[src/rtl/pipe_ctrl_pkg.sv]
// Shared types and constants for the RV32 pipeline sequencer.
package pipe_ctrl_pkg;

    typedef enum logic [1:0] {
        StRun,
        StMemWait,
        StHalt,
        StFault
    } pipe_state_e;

    localparam logic [31:0] NOP_INSN = 32'h13;

endpackage

[src/rtl/m_wait_timer.sv]
// Counts dmem wait cycles; flags expiry once the count reaches MAX_WAIT.
module m_wait_timer #(
    parameter int unsigned MAX_WAIT = 16,
    parameter int unsigned WAIT_W   = 5
) (
    input  logic i_clk,
    input  logic i_rst,
    input  logic i_start,
    input  logic i_inc,
    input  logic i_clr,
    output logic o_expired
);

    logic [WAIT_W-1:0] r_cnt;

    // Start loads 1: the cycle that issues the request is the first wait cycle.
    always_ff @(posedge i_clk) begin
        if (i_rst || i_clr) begin
            r_cnt <= '0;
        end else if (i_start) begin
            r_cnt <= WAIT_W'(1);
        end else if (i_inc) begin
            r_cnt <= r_cnt + WAIT_W'(1);
        end
    end

    assign o_expired = (r_cnt == WAIT_W'(MAX_WAIT));

endmodule

[src/rtl/m_pipe_ctrl.sv]
// Pipeline sequencer for the 4-slot RV32 core: stage enables, bubbles, flush,
// memory handshakes, debug halt/step, timeout fault and performance counters.
module m_pipe_ctrl
    import pipe_ctrl_pkg::*;
#(
    parameter int unsigned CNT_W    = 32,
    parameter int unsigned MAX_WAIT = 16,
    parameter int unsigned WAIT_W   = 5
) (
    input  logic             w_clk,
    input  logic             w_rst,
    input  logic             w_imem_ack,
    input  logic             w_e_mem,
    input  logic             w_dmem_ack,
    input  logic             w_br_tkn,
    input  logic             w_halt_req,
    input  logic             w_step,
    output logic             w_pc_we,
    output logic             w_p1_we,
    output logic             w_p1_nop,
    output logic             w_p2_we,
    output logic             w_p2_nop,
    output logic             w_p3_we,
    output logic             w_dmem_req,
    output logic             w_halted,
    output logic             w_fault,
    output logic [CNT_W-1:0] w_cycle,
    output logic [CNT_W-1:0] w_instret,
    output logic [CNT_W-1:0] w_stall
);

    pipe_state_e      r_state, w_state_nxt;
    pipe_state_e      r_ret, w_ret_nxt;
    logic             r_v1, r_v2, r_v3;
    logic [CNT_W-1:0] r_cycle, r_instret, r_stall;
    logic             w_br, w_mem, w_live, w_adv;
    logic             w_t_start, w_t_inc, w_t_clr, w_t_expired;

    m_wait_timer #(
        .MAX_WAIT (MAX_WAIT),
        .WAIT_W   (WAIT_W)
    ) u_wait_timer (
        .i_clk     (w_clk),
        .i_rst     (w_rst),
        .i_start   (w_t_start),
        .i_inc     (w_t_inc),
        .i_clr     (w_t_clr),
        .o_expired (w_t_expired)
    );

    always_ff @(posedge w_clk) begin
        if (w_rst) begin
            r_state <= StRun;
            r_ret   <= StRun;
        end else begin
            r_state <= w_state_nxt;
            r_ret   <= w_ret_nxt;
        end
    end

    always_comb begin
        w_state_nxt = r_state;
        w_ret_nxt   = r_ret;
        w_t_start   = 1'b0;
        w_t_inc     = 1'b0;
        w_t_clr     = 1'b0;
        unique case (r_state)
            StRun: begin
                if (w_mem && !w_dmem_ack) begin
                    w_state_nxt = StMemWait;
                    w_ret_nxt   = StRun;
                    w_t_start   = 1'b1;
                end else if (w_halt_req) begin
                    w_state_nxt = StHalt;
                end
            end
            StMemWait: begin
                if (w_dmem_ack) begin
                    w_state_nxt = r_ret;
                    w_t_clr     = 1'b1;
                end else if (w_t_expired) begin
                    w_state_nxt = StFault;
                end else begin
                    w_t_inc = 1'b1;
                end
            end
            StHalt: begin
                // A step that stalls on dmem must come back to HALT, not RUN.
                if (w_step) begin
                    if (w_mem && !w_dmem_ack) begin
                        w_state_nxt = StMemWait;
                        w_ret_nxt   = StHalt;
                        w_t_start   = 1'b1;
                    end
                end else if (!w_halt_req) begin
                    w_state_nxt = StRun;
                end
            end
            StFault: w_state_nxt = StFault;
            default: w_state_nxt = StFault;
        endcase
    end

    always_comb begin
        w_br   = w_br_tkn & r_v2;
        w_mem  = r_v2 & w_e_mem;
        w_live = (r_state == StRun) || ((r_state == StHalt) && w_step);
        w_adv  = 1'b0;
        if (!w_rst) begin
            if (r_state == StMemWait) begin
                w_adv = w_dmem_ack;
            end else begin
                w_adv = w_live & (!w_mem | w_dmem_ack);
            end
        end
        w_dmem_req = !w_rst && w_mem && (w_live || (r_state == StMemWait));
        w_pc_we    = w_adv & (w_imem_ack | w_br);
        w_p1_we    = w_adv;
        w_p1_nop   = w_adv & (!w_imem_ack | w_br);
        w_p2_we    = w_adv;
        w_p2_nop   = w_adv & (!r_v1 | w_br);
        w_p3_we    = w_adv;
        w_halted   = (r_state == StHalt);
        w_fault    = (r_state == StFault);
    end

    always_ff @(posedge w_clk) begin
        if (w_rst) begin
            r_v1      <= 1'b0;
            r_v2      <= 1'b0;
            r_v3      <= 1'b0;
            r_cycle   <= '0;
            r_instret <= '0;
            r_stall   <= '0;
        end else begin
            r_cycle <= r_cycle + CNT_W'(1);
            if (w_adv) begin
                r_v1 <= w_imem_ack & !w_br;
                r_v2 <= r_v1 & !w_br;
                r_v3 <= r_v2;
                if (r_v3) begin
                    r_instret <= r_instret + CNT_W'(1);
                end
            end
            if (((r_state == StRun) || (r_state == StMemWait)) && !w_adv) begin
                r_stall <= r_stall + CNT_W'(1);
            end
        end
    end

    assign w_cycle   = r_cycle;
    assign w_instret = r_instret;
    assign w_stall   = r_stall;

endmodule

[config.mk]
export PLATFORM = sky130hd
export DESIGN_NAME = m_pipe_ctrl
export DESIGN_NICKNAME = d
export VERILOG_FILES = /design/src/rtl/pipe_ctrl_pkg.sv /design/src/rtl/m_wait_timer.sv /design/src/rtl/m_pipe_ctrl.sv
export SDC_FILE = /design/constraint.sdc
export NUM_CORES = 1
export LEC_CHECK = 0
export CAP_MARGIN = 20
export CORE_ASPECT_RATIO = 1.2
export CORE_MARGIN = 5
export CORE_UTILIZATION = 42
export DETAILED_ROUTE_END_ITERATION = 8
export PLACE_DENSITY = 0.7
export REMOVE_ABC_BUFFERS = 1
export SLEW_MARGIN = 20
export SYNTH_ARGS = -nofsm -noshare
export SYNTH_HDL_FRONTEND = slang
export SYNTH_HIERARCHICAL = 1
export SYNTH_SLANG_ARGS = --single-unit
[constraint.sdc]
create_clock -name w_clk -period 2.25 [get_ports w_clk]
set_input_delay 0.45 -clock w_clk [delete_from_list [all_inputs] [get_ports w_clk]]
set_output_delay 0.45 -clock w_clk [all_outputs]
set_load 0.02 [all_outputs]
== After elaboration in Yosys (flattened, before gate mapping) ==
Cells that the tools add are included.
Word-level totals
  bits in registers: 108
  input bits: 8
  output and inout port bits: 105
Operators by class
  $add $sub $neg: 4
  eq/ne operators: 11
  mux-type cells: 24
  bitwise operators: 12
  reductions and logical operators: 23
Operators with widths (number)
  adder 32 x 1 -> 32 bit (second input constant): 3
  two-way mux 2 bit: 10
  two-way mux 1 bit: 11
  AND 1 bit: 8
  one-hot mux 2 bit (4 select lines): 1
  AND reduction 4 bit: 2
  logical NOT 1 bit: 7
  inequality test 3 x 2 -> 1 bit (second input constant): 2
  inequality test 3 bit (second input constant): 2
  adder 5 x 1 -> 5 bit (second input constant): 1
  equality test 5 bit (second input constant): 1
  logical AND 1 bit: 5
  equality test 2 bit (second input constant): 2
  logical OR 1 bit: 4
  inequality test 2 bit (second input constant): 2
  OR 1 bit: 4
  one-hot mux 2 bit (2 select lines): 1
  nonzero test 2 bit: 2
  equality test 2 x 1 -> 1 bit (second input constant): 1
  logical NOT 2 bit: 1
  inequality test 2 x 1 -> 1 bit (second input constant): 1
  one-hot mux 1 bit (2 select lines): 1
  AND reduction 2 bit: 1
  OR reduction 2 bit: 1

== Longest topological paths before layout ==
  word-level depth: 8
  gate-level depth with buffers: 8

== By module ==
Netlist, hierarchy kept.
By module, submodules not included
  m_pipe_ctrl: times used 1, cells an instance 570, area each 4812.1 µm², seq. area each 2042.0 µm²
  m_wait_timer: times used 1, cells an instance 28, area each 280.3 µm², seq. area each 100.1 µm²

== Worst setup path before layout ==
No wires, ideal clock.
  path type: input -> output
  start point: input w_e_mem
  end point: output w_p2_we
  arrival: 1.655 ns
  required time: 1.800 ns
  slack: 0.145 ns
  stages on the path: 6
  path buffers: 2
  path through: nand2_1 -> a21o_1 -> clkbuf_1 -> nand2_1 -> inv_1 -> buf_4
Between the ends
  word-level cells in the longest chain between the ends: 6
RTL lines
  from (decl): line m_pipe_ctrl.sv:13  | input logic w_e_mem,
  AND 1 bit: line m_pipe_ctrl.sv:106  | w_mem = r_v2 & w_e_mem;
  logical NOT 1 bit: line m_pipe_ctrl.sv:113  | w_adv = w_live & (!w_mem | w_dmem_ack);
  OR 1 bit: line m_pipe_ctrl.sv:113
  AND 1 bit: line m_pipe_ctrl.sv:113
  two-way mux 1 bit: line m_pipe_ctrl.sv:110  | if (r_state == StMemWait) begin
  two-way mux 1 bit: line m_pipe_ctrl.sv:109  | if (!w_rst) begin
  to (decl): line m_pipe_ctrl.sv:21  | output logic w_p2_we,
Every way passes these cells.

== Final worst setup path ==
  start point: register r_state[0]
  end point: output w_fault
Between the ends
  word-level cells in the longest chain between the ends: 1
RTL lines
  from (decl): line m_pipe_ctrl.sv:32  | pipe_state_e r_state, w_state_nxt;
  from (signal assigned): line m_pipe_ctrl.sv:53  | r_state <= StRun;
  from (signal assigned): line m_pipe_ctrl.sv:56  | r_state <= w_state_nxt;
  equality test 2 bit: line m_pipe_ctrl.sv:124  | w_fault = (r_state == StFault);
  to (decl): line m_pipe_ctrl.sv:26  | output logic w_fault,
Every way passes these cells.

==> summary.txt <==
CTS root buffer -> clkbuf_16
EDFF count, synth -> 0
cell count after synthesis -> 598
Die Area -> 0.01444 mm²
ys async rst share -> 0
fin util -> 0.5830
total grt overflow -> 0
Min Clock Period, post-route -> 2166 ps
max-cap violations -> 0
Yosys reg bits -> 107
CP Launch Type -> register
Max VDD drop -> 0.0002955 V
Die X -> 110.5 µm
Via Count -> 4954
Area Growth Syn to Fin -> 37.40%
first-pass GRT wire length -> 23050 µm
synth unique cells -> 51
placed cells -> 895
clock-pin slew on the worst setup and hold paths -> 70 ps
initial antenna violation count -> 0
CP Launch Point -> r_state[0]
dpl hpwl -> 10240 µm
clock tree buffer depth -> 2
Crit. End Element -> primary output
routed len/inst -> 15.24 µm
number of global-route vias before repair -> 4970
vias per std cell -> 5.438
leading area contributor after synthesis -> dfxtp_1
Fin. Hold Viols -> 0
final RePlAce weighted congestion -> 0.8052
Clk Latency, worst-skew pair -> 350 ps
Post-route DRC -> 0
Syn Std Cell Area -> 0.005092 mm²
register area share after synthesis -> 0.4206
antenna-violating nets left -> 0
htree depth -> 3
number of I/O pins -> 113
All-Layer GR Usage -> 0.1884
overall routed net length -> 13880 µm
Area contributors post-synth -> dfxtp_1 42%, xor2_1 7.1%, nor2_1 6.2%
Avg Inst Size Synth -> 8.516 µm²
internal reg-to-reg setup slack -> 140 ps
WP data required -> 1800 ps
initial core utilization -> 0.4243
I/O Buffers -> 112
Worst R2R Start -> r_state[0]
DR pass1 iterations -> 5
CTS tree -> done
pwr/cell area -> 557.1 mW/mm²
Leak Pwr -> 2.394 nW
worst min-delay path class -> primary input to register
Fin Setup TNS -> 0 ps
Top FF cell, synth -> dfxtp_1
Yosys warnings -> 6
Critical Path AT -> 1720 ps
fin cells -> 911
synth cell count leaders -> 107 x dfxtp_1, 84 x nor2_1, 42 x nand2_1
slew margin rel. -> 0.3719
Final Total Pwr -> 3.898 mW
status -> finished, final reports clean
WS Path Type -> register to primary output
Achievable Freq -> 461.8 MHz
worst-path fanout max -> 7
final period utilization -> 0.9624
row count -> 44
WHS -> 460.6 ps
DIE HEIGHT -> 130.6 µm
Core Box Area -> 0.01200 mm²
setup violators final -> 0
Layout Nets -> 758
most common cell in the netlist -> dfxtp_1
max-slew violations -> 0
Initial DRC Count -> 237
min-delay src -> w_rst
worst-case clock skew -> 9.252 ps
antenna cells -> 0
top cell type's share of synthesized area -> 0.4206
Post-CTS Repair Setup Buffers -> 0
CTS sink count -> 107
largest net degree at the start of global routing -> 91
layout cell share with drive strength beyond 1 -> 0.1147
CTS buffer count -> 9
slew at the pin closest to its max-slew limit -> 942.2 ps
## placed cells by master, fill, tap and decap left out, types with 3 or more instances in the layout
cell and n:
dfxtp_1 106, clkdlybuf4s50_1 103, nor2_1 84, buf_4 48
xor2_1 41, nand2_1 41, nand4_1 40, a21oi_1 32
nand3_1 31, xnor2_1 27, o21ai_0 22, or3_1 21
and3_1 16, nor4_1 14, nor3_1 14, and4_1 14
inv_1 11, clkbuf_16 9, and2_1 7, nor2b_1 5
ha_1 5, clkdlybuf4s15_2 5, a2111oi_0 3, mux2_2 3
clkinvlp_4 3
## cell type report
| type | instances | area, µm² |
|---|---|---|
| well taps | 161 | 201.4 |
| fillers | 1100 | 5005 |
| repair buffers | 159 | 1475 |
| clock inverters | 7 | 100.1 |
| multi-input cells | 457 | 2810 |
| inverters | 11 | 41.29 |
| flip-flops and latches | 107 | 2143 |
| clock buffers | 9 | 225.2 |
## registers in the layout (all words and copies together) (netlist names)
name / cells
w_instret: 32
r_v1: 1
r_v2: 1
w_cycle: 32
r_v3: 1
w_stall: 32
r_ret: 1
r_state: 2
u_wait_timer/r_cnt: 5
## what timing repair did
| item | 4_1_cts | 5_1_grt |
|---|---|---|
| gates resized for setup | 19 | 4 |
| hold buffers | 0 | 0 |
| endpoints found under the setup margin | 8 | 11 |
| hold endpoints to repair | 0 | 0 |
| pin swaps | 0 | 0 |
## where the power goes
| part | total, mW | internal, mW | switching (mW) |
|---|---|---|---|
| clock network | 1.72 | 0.982 | 0.740 |
| registers | 1.93 | 1.91 | 0.0193 |
| logic | 0.249 | 0.107 | 0.142 |
## cell families after synthesis
kind of cell / Yosys count / synth area share
and+or+nand+nor: 304 / 0.3172
AOI/OAI and AO/OA: 75 / 0.09239
adders and majority gates: 5 / 0.01229
DFF: 107 / 0.4206
buffers and inverters: 34 / 0.02997
muxes: 5 / 0.01056
xor gates and xnor gates: 68 / 0.1170
## path summary, 6_finish.rpt
kind,to,cells past startpoint
max,w_fault,3
min,r_v3,3
max reg2reg,w_instret[25],7
min reg2reg,w_cycle[0],1
## metrics by stage
stage,area [µm²],worst slack (ps)
floorplan,4981,101.5
global placement,6654,-367.4
detailed placement,6654,-392.5
CTS,6983,24.58
global route,6997,-8.953
finish,6997,84.49
## per-layer routing
metal  GRT usage  up-vias  share of wire
li1            -     2437              -
met1      0.2121     2387           0.42
met2      0.3546      120           0.53
met3     0.03409       10          0.044
met4     0.07464        0         0.0098
met5           0        -              0
## critical path, stage by stage, from the launching register on
cell and delay, ps:
dfxtp_1 390, buf_4 170, and2_1 180, clkdlybuf4s50_1 630
Note: power is estimated with default switching activity, not from simulation.
